File: config.mk
export PLATFORM = sky130hd
export DESIGN_NAME = request_register_flat
export DESIGN_NICKNAME = d
export VERILOG_FILES = /design/src/rtl/elevator_pkg.sv /design/src/rtl/request_register_if.sv /design/src/rtl/btn_conditioner.sv /design/src/rtl/request_register.sv /design/src/flat_wrapper.sv
export SDC_FILE = /design/constraint.sdc
export NUM_CORES = 1
export LEC_CHECK = 0
export CORE_ASPECT_RATIO = 0.75
export CORE_MARGIN = 2
export CORE_UTILIZATION = 55
export DETAILED_ROUTE_END_ITERATION = 10
export PLACE_DENSITY = 0.85
export SETUP_SLACK_MARGIN = 0.02
export SYNTH_ARGS = -nofsm -noshare
export SYNTH_HDL_FRONTEND = slang
export SYNTH_SLANG_ARGS = --single-unit
File: constraint.sdc
create_clock -name clk -period 7.4 [get_ports clk]
set_clock_uncertainty 0.1 [all_clocks]
set_input_delay 2.22 -clock clk [delete_from_list [all_inputs] [get_ports clk]]
set_output_delay 2.22 -clock clk [all_outputs]
set_load 0.005 [all_outputs]
File: src/rtl/elevator_pkg.sv
// Shared elevator definitions: direction encoding, default floor count and
// hall-clear helpers used by the scheduler and the request store.
package elevator_pkg;

  localparam int DEFAULT_FLOORS = 8;

  typedef enum logic [1:0] {
    DIR_IDLE = 2'b00,
    DIR_UP   = 2'b01,
    DIR_DOWN = 2'b10,
    DIR_RSVD = 2'b11
  } dir_e;

  // The reserved encoding behaves like idle, so it releases both hall directions.
  function automatic logic clears_up(dir_e d);
    return d != DIR_DOWN;
  endfunction

  function automatic logic clears_down(dir_e d);
    return d != DIR_UP;
  endfunction

endpackage

File: src/rtl/request_register_if.sv
// Button, serve and summary bundle between the request store and its users.
interface request_register_if
  import elevator_pkg::*;
#(
  parameter int FLOORS = DEFAULT_FLOORS
);
  localparam int FLOOR_W = $clog2(FLOORS);
  localparam int CNT_W   = $clog2(3 * FLOORS + 1);

  logic [FLOORS-1:0]  btn_num_in;
  logic [FLOORS-1:0]  btn_up_out;
  logic [FLOORS-1:0]  btn_down_out;
  logic [FLOOR_W-1:0] cur_floor;
  logic               serve_valid;
  dir_e               serve_dir;

  logic [FLOORS-1:0]  active_in_levels;
  logic [FLOORS-1:0]  active_out_up_levels;
  logic [FLOORS-1:0]  active_out_down_levels;
  logic               req_above;
  logic               req_below;
  logic               req_here;
  logic [CNT_W-1:0]   pending_count;

  modport master (
    output btn_num_in, btn_up_out, btn_down_out, cur_floor, serve_valid, serve_dir,
    input  active_in_levels, active_out_up_levels, active_out_down_levels,
           req_above, req_below, req_here, pending_count
  );

  modport slave (
    input  btn_num_in, btn_up_out, btn_down_out, cur_floor, serve_valid, serve_dir,
    output active_in_levels, active_out_up_levels, active_out_down_levels,
           req_above, req_below, req_here, pending_count
  );

endinterface

File: src/rtl/btn_conditioner.sv
// One-bit button conditioner: 2-flop synchronizer, optional debounce filter
// (REQ_DEBOUNCE_EN) and rising-edge detector producing a one-cycle press pulse.
module btn_conditioner #(
  parameter int DEB_CYCLES = 4
) (
  input  logic clk,
  input  logic reset,
  input  logic raw,
  output logic press_pulse
);

  logic sync1;
  logic sync2;
  logic cond;
  logic cond_q;

  // NOTE: non-blocking assignments so each flop samples its pre-edge input.
  always_ff @(posedge clk or negedge reset) begin
    if (!reset) begin
      sync1 <= 1'b0;
      sync2 <= 1'b0;
    end else begin
      sync1 <= raw;
      sync2 <= sync1;
    end
  end

`ifdef REQ_DEBOUNCE_EN
  localparam int RUN_W = $clog2(DEB_CYCLES + 1);

  logic [RUN_W-1:0] run;

  // Flip only after DEB_CYCLES consecutive samples disagree with the held value.
  always_ff @(posedge clk or negedge reset) begin
    if (!reset) begin
      cond <= 1'b0;
      run  <= '0;
    end else if (sync2 == cond) begin
      run <= '0;
    end else if (run == RUN_W'(DEB_CYCLES - 1)) begin
      cond <= sync2;
      run  <= '0;
    end else begin
      run <= run + 1'b1;
    end
  end
`else
  logic unused_deb_cycles;

  // Filter length has no effect without the debounce stage.
  assign unused_deb_cycles = ^DEB_CYCLES;
  assign cond = sync2;
`endif

  // Edge register starts at 0, so a button held through reset yields one press.
  always_ff @(posedge clk or negedge reset) begin
    if (!reset) cond_q <= 1'b0;
    else        cond_q <= cond;
  end

  assign press_pulse = cond & ~cond_q;

endmodule

File: src/rtl/request_register.sv
// Sticky elevator request store: conditions cabin/hall buttons, clears served
// floors and publishes above/below/here summaries plus a pending count.
module request_register
  import elevator_pkg::*;
#(
  parameter int FLOORS     = DEFAULT_FLOORS,
  parameter int DEB_CYCLES = 4
) (
  input  logic               clk,
  input  logic               reset,
  request_register_if.slave  bus
);

  localparam int CNT_W = $clog2(3 * FLOORS + 1);

  // Top floor has no up button, ground floor has no down button.
  localparam logic [FLOORS-1:0] REACH_UP   = ~(FLOORS'(1) << (FLOORS - 1));
  localparam logic [FLOORS-1:0] REACH_DOWN = ~FLOORS'(1);

  logic [FLOORS-1:0] press_in, press_up, press_down;
  logic [FLOORS-1:0] lat_in, lat_up, lat_down;
  logic [FLOORS-1:0] clr_in, clr_up, clr_down;
  logic [FLOORS-1:0] any_req;
  logic              floor_ok;
  logic              above, below, here;

  for (genvar i = 0; i < FLOORS; i++) begin : g_btn
    btn_conditioner #(.DEB_CYCLES(DEB_CYCLES)) u_in (
      .clk(clk), .reset(reset), .raw(bus.btn_num_in[i]), .press_pulse(press_in[i])
    );
    btn_conditioner #(.DEB_CYCLES(DEB_CYCLES)) u_up (
      .clk(clk), .reset(reset), .raw(bus.btn_up_out[i]), .press_pulse(press_up[i])
    );
    btn_conditioner #(.DEB_CYCLES(DEB_CYCLES)) u_down (
      .clk(clk), .reset(reset), .raw(bus.btn_down_out[i]), .press_pulse(press_down[i])
    );
  end

  assign floor_ok = int'(bus.cur_floor) < FLOORS;

  // NOTE: every variable gets a default first so no path infers a latch.
  always_comb begin
    clr_in   = '0;
    clr_up   = '0;
    clr_down = '0;
    if (bus.serve_valid && floor_ok) begin
      clr_in[bus.cur_floor]   = 1'b1;
      clr_up[bus.cur_floor]   = clears_up(bus.serve_dir);
      clr_down[bus.cur_floor] = clears_down(bus.serve_dir);
    end
  end

  // Clear is applied after set so a press at the served floor is dropped.
  always_ff @(posedge clk or negedge reset) begin
    if (!reset) begin
      lat_in   <= '0;
      lat_up   <= '0;
      lat_down <= '0;
    end else begin
      lat_in   <= (lat_in   | press_in)   & ~clr_in;
      lat_up   <= (lat_up   | press_up)   & ~clr_up   & REACH_UP;
      lat_down <= (lat_down | press_down) & ~clr_down & REACH_DOWN;
    end
  end

  assign any_req = lat_in | lat_up | lat_down;

  always_comb begin
    above = 1'b0;
    below = 1'b0;
    here  = 1'b0;
    for (int i = 0; i < FLOORS; i++) begin
      if (any_req[i]) begin
        if (i > int'(bus.cur_floor))  above = 1'b1;
        if (i < int'(bus.cur_floor))  below = 1'b1;
        if (i == int'(bus.cur_floor)) here  = 1'b1;
      end
    end
  end

  assign bus.active_in_levels       = lat_in;
  assign bus.active_out_up_levels   = lat_up;
  assign bus.active_out_down_levels = lat_down;
  assign bus.req_above              = above;
  assign bus.req_below              = below;
  assign bus.req_here               = here;
  assign bus.pending_count          = CNT_W'($countones({lat_in, lat_up, lat_down}));

endmodule

File: src/flat_wrapper.sv
// flat-port wrapper written by rule: the top's interface ports become plain ports
module request_register_flat import elevator_pkg::*;
#(
  parameter int FLOORS     = DEFAULT_FLOORS,
  parameter int DEB_CYCLES = 4
)
  (clk, reset, bus_btn_num_in, bus_btn_up_out, bus_btn_down_out, bus_cur_floor, bus_serve_valid, bus_serve_dir, bus_active_in_levels, bus_active_out_up_levels, bus_active_out_down_levels, bus_req_above, bus_req_below, bus_req_here, bus_pending_count);
  request_register_if #(.FLOORS(FLOORS)) bus_i ();
  input  logic clk;
  input  logic reset;
  input wire logic [$bits(bus_i.btn_num_in)-1:0] bus_btn_num_in;
  input wire logic [$bits(bus_i.btn_up_out)-1:0] bus_btn_up_out;
  input wire logic [$bits(bus_i.btn_down_out)-1:0] bus_btn_down_out;
  input wire logic [$bits(bus_i.cur_floor)-1:0] bus_cur_floor;
  input wire logic [$bits(bus_i.serve_valid)-1:0] bus_serve_valid;
  input wire logic [$bits(bus_i.serve_dir)-1:0] bus_serve_dir;
  output wire logic [$bits(bus_i.active_in_levels)-1:0] bus_active_in_levels;
  output wire logic [$bits(bus_i.active_out_up_levels)-1:0] bus_active_out_up_levels;
  output wire logic [$bits(bus_i.active_out_down_levels)-1:0] bus_active_out_down_levels;
  output wire logic [$bits(bus_i.req_above)-1:0] bus_req_above;
  output wire logic [$bits(bus_i.req_below)-1:0] bus_req_below;
  output wire logic [$bits(bus_i.req_here)-1:0] bus_req_here;
  output wire logic [$bits(bus_i.pending_count)-1:0] bus_pending_count;
  assign bus_i.btn_num_in = bus_btn_num_in;
  assign bus_i.btn_up_out = bus_btn_up_out;
  assign bus_i.btn_down_out = bus_btn_down_out;
  assign bus_i.cur_floor = bus_cur_floor;
  assign bus_i.serve_valid = bus_serve_valid;
  assign bus_i.serve_dir = bus_serve_dir;
  assign bus_active_in_levels = bus_i.active_in_levels;
  assign bus_active_out_up_levels = bus_i.active_out_up_levels;
  assign bus_active_out_down_levels = bus_i.active_out_down_levels;
  assign bus_req_above = bus_i.req_above;
  assign bus_req_below = bus_i.req_below;
  assign bus_req_here = bus_i.req_here;
  assign bus_pending_count = bus_i.pending_count;
  request_register #(.FLOORS(FLOORS), .DEB_CYCLES(DEB_CYCLES)) u_core (.clk(clk), .reset(reset), .bus(bus_i));
endmodule
Word-level counts from Yosys, hierarchy flattened
Index checks and enable logic that the tools add are counted.

Logic and storage cells: 228. Input bits: 32. Output and inout port bits: 32. Bits in registers: 91.

Multiplexer cells: 49. Magnitude comparators: 16. Eq/ne operators: 9. Bitwise gates (word level): 59. Reductions and logical operators: 2. Add/sub/neg operators: 21.

Operator list (count): 5-bit adder (9); 1-bit two-way mux (45); 8-bit AND (3); 8-bit bitwise OR (3); 1-bit AND (23); 1-bit inverter (23); 1-bit by 1-bit adder with 2-bit output (10); 8-bit two-way mux (2); 8-bit inverter (2); 7-bit AND (2); 3-bit equality test (first input constant) (4); 3-bit > comparator (first input constant) (4); 3-bit < comparator (first input constant) (3); 8-bit by 7-bit bitwise OR with 8-bit output (1); 7-bit two-way mux (1); 7-bit inverter (1); 7-bit bitwise OR (1); 2-bit by 3-bit equality test with 1-bit output (first input constant) (2); 2-bit by 3-bit > comparator with 1-bit output (first input constant) (2); 1-bit by 3-bit < comparator with 1-bit output (first input constant) (2); 2-bit by 3-bit < comparator with 1-bit output (first input constant) (2); 1-bit by 5-bit adder with 5-bit output (1); 5-bit by 1-bit adder with 5-bit output (1); 3-bit by 4-bit < comparator with 1-bit output (second input constant) (1); other kinds (8) (8).

Depth between registers and ports, before layout
Gate-level depths: netlist of the first run.

Depth in word-level cells: 17. Mapped depth: 13. Mapped depth without buffers: 13.

Modules after synthesis
From an unflattened synthesis of the first run, not the netlist that was laid out.

Cell total of the unflattened synthesis: 249. Area total of the unflattened synthesis: 3549.7 µm².

Modules (own cells, without submodules): btn_conditioner (cells each 4, sequential area each 75.1 µm², area an instance 88.8 µm², times used 22); request_register (cells each 161, sequential area each 550.5 µm², area an instance 1595.3 µm², times used 1).

Worst setup path after synthesis of the first run
No wires, ideal clock.

Path type: register to output. Start: register u_core.lat_in[6] (netlist: u_core.bus.active_in_levels[6]). End: output port bus_pending_count[3]. Buffers on the path: 0. Slack: 1.540 ns. Required time: 5.080 ns. Arrival: 3.540 ns. Stages on the path, launching flop included: 13. Cells stage by stage: dfrtp_1 ha_1 inv_1 fa_1 inv_1 fa_1 fa_1 inv_1 fa_1 inv_1 ha_1 fa_1 xor2_1.

Cells in the longest elaborated chain, start to end: 4.

Ends and longest elaborated chain: start: declaration (line request_register.sv:21) `logic [FLOORS-1:0] lat_in, lat_up, lat_down;`; start signal: assignment (line request_register.sv:60) `lat_in <= (lat_in | press_in) & ~clr_in;`; 1-bit by 1-bit adder with 2-bit output (implied by the code) (line request_register.sv:87) `assign bus.pending_count = CNT_W'($countones({lat_in, lat_up, lat_down}));`; 5-bit adder (implied by the code) (3 in series) (line request_register.sv:87); end: declaration (line flat_wrapper.sv:23) `output wire logic [$bits(bus_i.pending_count)-1:0] bus_pending_count;`.

Every way passes these cells.

Final worst setup path of the first run
Start: register u_core.lat_in[4] (netlist: u_core.bus.active_in_levels[4]). End: output port bus_pending_count[3].

The elaborated chain is that of the path after synthesis.

==> flow_summary.json, run 1 <==
{
  "diodes": 0,
  "worstMarginPinSlew_ps": 1020,
  "maxSlewViolCount": 0,
  "clock_latency_ps": 350,
  "synth-seq-cells": 88,
  "drt_wl_total_mm": 6.35,
  "ys_seq_area_share_pct": 63.4,
  "end_kind": "primary output",
  "finalSetupViolCount": 0,
  "initial_core_util_pct": 56.1,
  "final_hold_viol_count": 0,
  "netlist_instances": 272,
  "area_growth_pct": 25.1,
  "rsz0062_at_grt": "false",
  "yosys_warnings": 0,
  "synthFlopType": "dfrtp_1",
  "clkSinkCount": 88,
  "cts_setup_buffers": 0,
  "row_count": 25,
  "synth.distinct_cells": 26,
  "run_status": "finished clean",
  "crit_path_max_incr_delay_ps": 540,
  "cts_hold_buf": 0,
  "synth.most_common_cell": "dfrtp_1",
  "hp-class": "reg -> reg",
  "dieArea_mm2": 0.00697,
  "crit_path_top_delay_cell": "fa_1",
  "max-cap-violations": 0,
  "cpLargestDelayFamily": "adder cells",
  "peakVddDrop_uv": 255,
  "synth_top_area_cell": "dfrtp_1",
  "wl_per_cell_um": 15.0,
  "fmax_mhz": 145,
  "pre_cts_slack_ps": 873,
  "finalSetupTns_ps": 0,
  "crit_buf_inv": 5,
  "setup_ws_ps": 516,
  "synth_commonest_cells": "dfrtp_1, inv_1, a21oi_1",
  "cp_max_fo": 5,
  "crit_top_cell": "fa_1",
  "synthTopCellsByArea": "dfrtp_1, fa_1, a21oi_1, ha_1, inv_1",
  "drtIter0Drc": 188,
  "leakagePower_nw": 2.00,
  "cp.arrival_ps": 4560,
  "power_mw": 1.63,
  "synth_top_area_share_pct": 63.4,
  "grt_antenna_before_repair": 0,
  "required_ps": 5080,
  "nNetsFinal": 403,
  "cts_resized": 0,
  "clk_pin_slew_ps": 80,
  "grt_overflow": 0,
  "die_w_um": 95.7,
  "slew_headroom_pct": 32.1,
  "die_h_um": 72.8,
  "fin_crit_ps": 6880,
  "grt_pass1_vias": 2254,
  "drtPass1Iterations": 4,
  "grt_pass1_wl_mm": 10.8,
  "drc": 0,
  "grt_start_max_net_pins": 89,
  "syn_area_per_cell_um2": 12.8,
  "critical_path_class": "reg -> out",
  "power_density_mw_per_mm2": 375,
  "numCtsBuffers": 9,
  "dp_hpwl_mm": 4.70,
  "ys_async_sr_fraction_pct": 100,
  "io_pins": 64,
  "cts_max_level": 3,
  "syn_area_mm2": 0.00347,
  "fin_crit_sh_pct": 93.0,
  "stdcell_count": 424,
  "core_area_mm2": 0.00619,
  "synth_edf_count": 0,
  "io_buffers": 59,
  "postRouteAntennaNets": 0,
  "cts_tree": "yes",
  "cts_buffer_depth": 2,
  "post-place-cells": 409,
  "crit_chain": "ha_1, inv_1, fa_1, inv_1, fa_1, fa_1, inv_1, fa_1, inv_1, ha_1, fa_1, xor2_1, clkdlybuf4s50_1",
  "drive_above_1_share_pct": 4.96,
  "worstSetupStartpointType": "register",
  "avgViaCountPerCell": 5.03,
  "track_usage_pct": 21.3,
  "cts_root_buf": "clkbuf_8",
  "num_vias": 2134,
  "place_congestion": 0.914
}
[cell usage in the layout (no fill, tap or decap), drive strengths merged, types with 3 or more instances in the layout]
| master | count |
|---|---|
| a21oi | 40 |
| nand2b | 4 |
| clkinv | 3 |
| dfrtp | 88 |
| fa | 16 |
| inv | 52 |
| clkbuf | 10 |
| nor3 | 8 |
| ha | 16 |
| nor2 | 18 |
| clkdlybuf4s50 | 58 |
| o21ai | 3 |
| nand2 | 6 |
[metal layers]
layer / wire, µm / up-vias / track usage (%)
met1: 2730 / 1050 / 28.1
met2: 3130 / 79 / 33.7
met5: 0 / - / 0
met4: 132 / 0 / 8.10
li1: - / 993 / -
met3: 348 / 12 / 6.71
[metrics by stage]
stage	util, %	hold slack, ps	cell area [µm²]
after floorplan	-	231	3480
after global placement	66.7	232	4130
after CTS	70.1	253	4340
after global routing	70.1	260	4340
after detailed placement	66.7	235	4130
final	70.1	251	4340
[final timing paths]
check,startpoint,endpoint,cells after the start,slack [ps]
max reg2reg,u_core.bus.active_out_up_levels[0],u_core.bus.active_out_up_levels[0],2,6480
min in group asynchronous,reset,u_core.g_btn[4].u_in.sync1,1,1940
min reg2reg,u_core.g_btn[1].u_in.sync1,u_core.g_btn[1].u_in.cond,0,250
max,u_core.bus.active_in_levels[4],bus_pending_count[3],13,520
min,u_core.g_btn[1].u_in.sync1,u_core.g_btn[1].u_in.cond,0,250
max in group asynchronous,reset,u_core.g_btn[1].u_down.sync1,1,4610
[cell type report]
type                            count  area (µm²)
Sequential cell                    88        2200
Fill cell                         442        1850
Multi-Input combinational cell    129        1050
Timing Repair Buffer               59         588
Inverter                           52         195
Clock buffer                       10         128
Tap cell                           81         101
Clock inverter                      5        82.6
[power by group]
part	total (mW)	internal [mW]	switching, mW
combinational	0.750	0.430	0.320
sequential	0.535	0.510	0.0245
clock	0.343	0.189	0.154
total	1.63	1.13	0.498
[flip-flops by register name, summed over array words and instances (netlist names)]
register	cells
u_core.g_btn.u_down.sync1	7
u_core.g_btn.u_up.cond_q	7
u_core.g_btn.u_down.cond_q	7
u_core.g_btn.u_in.cond_q	8
u_core.bus.active_out_down_levels	7
u_core.g_btn.u_in.cond	8
u_core.g_btn.u_up.sync1	7
u_core.g_btn.u_in.sync1	8
u_core.bus.active_out_up_levels	7
u_core.g_btn.u_down.cond	7
u_core.g_btn.u_up.cond	7
u_core.bus.active_in_levels	8
[cells by family (layout without fill, tap and decap cells)]
| group | count (synthesis) | in the layout | share of synthesized area [%] |
|---|---|---|---|
| AO/OA/AOI/OAI | 50 | 50 | 7.68 |
| XOR/XNOR | 2 | 2 | 0.505 |
| adder cells (fa/ha/maj) | 32 | 32 | 15.0 |
| buffers and inverters | 56 | 126 | 6.52 |
| flip-flops | 88 | 88 | 63.4 |
| multiplexers | 3 | 3 | 1.59 |
| other | 1 | 2 | 0.108 |
| AND/OR/NAND/NOR | 40 | 40 | 5.19 |
Power figures use the tool's default switching activity.
==> run 2: changes to the inputs <==
- CORE_MARGIN: 2 -> unset
==> run 2 against run 1 <==
Against the previous run:
- register-to-register slack barely moved
- first-iteration DRC count rose by 31%
- critical path type unchanged
- sequential cell count did not move
- setup slack improved by 24 ps
- utilization rose by 3.3 points
- sequential power barely moved
- worst hold slack improved by 2.0 ps
- die area fell by 4.8%
- cell count fell by 0.71%
==> flow_summary.json, run 2 (synthesis results as in run 1) <==
{
  "leakagePower_nw": 2.01,
  "finalSetupTns_ps": 0,
  "pwr-share-comb_pct": 44.3,
  "core_area_mm2": 0.00595,
  "crit_path_max_incr_delay_ps": 540,
  "io_buffers": 59,
  "fmax_mhz": 146,
  "cts_root_buf": "clkbuf_8",
  "grt_overflow": 0,
  "cp_max_fo": 5,
  "fin_worst_hold_slack_ps": 253,
  "area_growth_pct": 25.8,
  "cts_buffer_depth": 2,
  "avgViaCountPerCell": 5.33,
  "drtIter0Drc": 246,
  "maxSlewViolCount": 0,
  "clkSinkCount": 88,
  "rsz0062_at_grt": "false",
  "clock_latency_ps": 360,
  "finalSetupViolCount": 0,
  "p_seq_share_pct": 32.1,
  "wl_met2_mm": 3.48,
  "max-cap-violations": 0,
  "drt_wl_total_mm": 6.93,
  "crit_path_top_delay_cell": "fa_1",
  "final_util_pct": 73.5,
  "final_hold_viol_count": 0,
  "cts_tree": "yes",
  "required_ps": 5080,
  "p_int_mw": 1.16,
  "cts_setup_buffers": 0,
  "nNetsFinal": 403,
  "cp.arrival_ps": 4540,
  "run_status": "finished clean",
  "postRouteAntennaNets": 0,
  "grt_pass1_wl_mm": 11.3,
  "met3WireLength_um": 521,
  "numCtsBuffers": 9,
  "place_congestion": 0.944,
  "slew_headroom_pct": 30.6,
  "wl_per_cell_um": 16.5,
  "initial_core_util_pct": 58.4,
  "top_layer_used": "met4",
  "diodes": 0,
  "crit_chain": "ha_1, inv_1, fa_1, inv_1, fa_1, fa_1, inv_1, fa_1, inv_1, ha_1, fa_1, xor2_1, clkdlybuf4s50_1",
  "pwr-share-clk_pct": 23.6,
  "track_usage_pct": 23.9,
  "drc": 0,
  "drt-met1-wl_mm": 2.75,
  "worstMarginPinSlew_ps": 1040,
  "power_density_mw_per_mm2": 381,
  "dp_hpwl_mm": 4.67,
  "peakVddDrop_uv": 328,
  "cpLargestDelayFamily": "adder cells",
  "critical_path_class": "reg -> out",
  "cts_max_level": 3,
  "drive_above_1_share_pct": 5.25,
  "p_sw_mw": 0.504,
  "final_common_cell": "dfrtp_1",
  "end_kind": "primary output",
  "fin_crit_ps": 6860,
  "power_switching_share_pct": 30.3,
  "clk_pin_slew_ps": 90,
  "fin_crit_sh_pct": 92.7,
  "row_count": 24,
  "dieArea_mm2": 0.00664,
  "die_h_um": 70.8,
  "die_w_um": 93.7,
  "crit_buf_inv": 5,
  "layout_common_cells": "dfrtp_1, clkdlybuf4s50_1, inv_1",
  "hp-class": "reg -> reg",
  "grt_antenna_before_repair": 0,
  "cts_hold_buf": 0,
  "grt_pass1_vias": 2294,
  "worstSetupStartpointType": "register",
  "crit_top_cell": "fa_1",
  "power_mw": 1.67,
  "io_pins": 64,
  "drtPass1Iterations": 4,
  "grt_start_max_net_pins": 89,
  "num_vias": 2242,
  "cts_resized": 0
}
[run 2: cell count changes in the layout (fill, tap and decap cells not counted)]
cell,previous run,this run
clkinv_4,2,0
inv_6,0,2
bufinv_16,2,3
clkinv_2,1,0
clkinvlp_4,0,1
clkbuf_1,1,0
[run 2: power by group through the flow]
stage,registers [mW],clock network (mW),logic [mW]
5_1_grt,0.539,0.418,0.863
2_1_floorplan,0.537,0,0.393
4_1_cts,0.535,0.399,0.752
3_3_place_gp,0.542,0,0.719
3_5_place_dp,0.543,0,0.745
6_report,0.535,0.393,0.739
[run 2: worst reg2reg max path, cell delays in order, from the launching register on]
cell and delay (ps):
dfrtp_1 480, a21oi_1 190, nor2_1 50
[run 2: metal layers]
metal  track usage, %  up-vias
met3             8.49       23
met4             9.06        0
li1                 -      994
met2             37.0      110
met5                0        -
met1             31.4     1115
[run 2: worst paths after layout]
| path | startpoint | end | slack [ps] | cells after the start |
|---|---|---|---|---|
| worst min register to register | u_core.g_btn[4].u_in.sync1 | u_core.g_btn[4].u_in.cond | 250 | 0 |
| worst min-delay path | u_core.g_btn[4].u_in.sync1 | u_core.g_btn[4].u_in.cond | 250 | 0 |
| max in group asynchronous | reset | u_core.g_btn[0].u_in.cond | 4600 | 1 |
| worst max-delay path | u_core.bus.active_in_levels[4] | bus_pending_count[3] | 540 | 13 |
| worst max register to register | u_core.bus.active_in_levels[1] | u_core.bus.active_in_levels[1] | 6470 | 2 |
| min in group asynchronous | reset | u_core.g_btn[4].u_up.sync1 | 1940 | 1 |
[run 2: area by class of cell]
type	instances	area [µm²]
Clock buffer	9	124
Clock inverter	6	115
Fill cell	386	1580
Inverter	52	195
Multi-Input combinational cell	129	1050
Sequential cell	88	2200
Tap cell	78	97.6
Timing Repair Buffer	59	588
[run 2: per-stage QoR]
stage / instances / instance area (µm²) / setup WS, ps
floorplan: 273 / 3480 / 1540
global placement: 406 / 4130 / 919
detailed placement: 406 / 4130 / 897
CTS: 421 / 4370 / 512
global route: 421 / 4370 / 297
finish: 421 / 4370 / 540
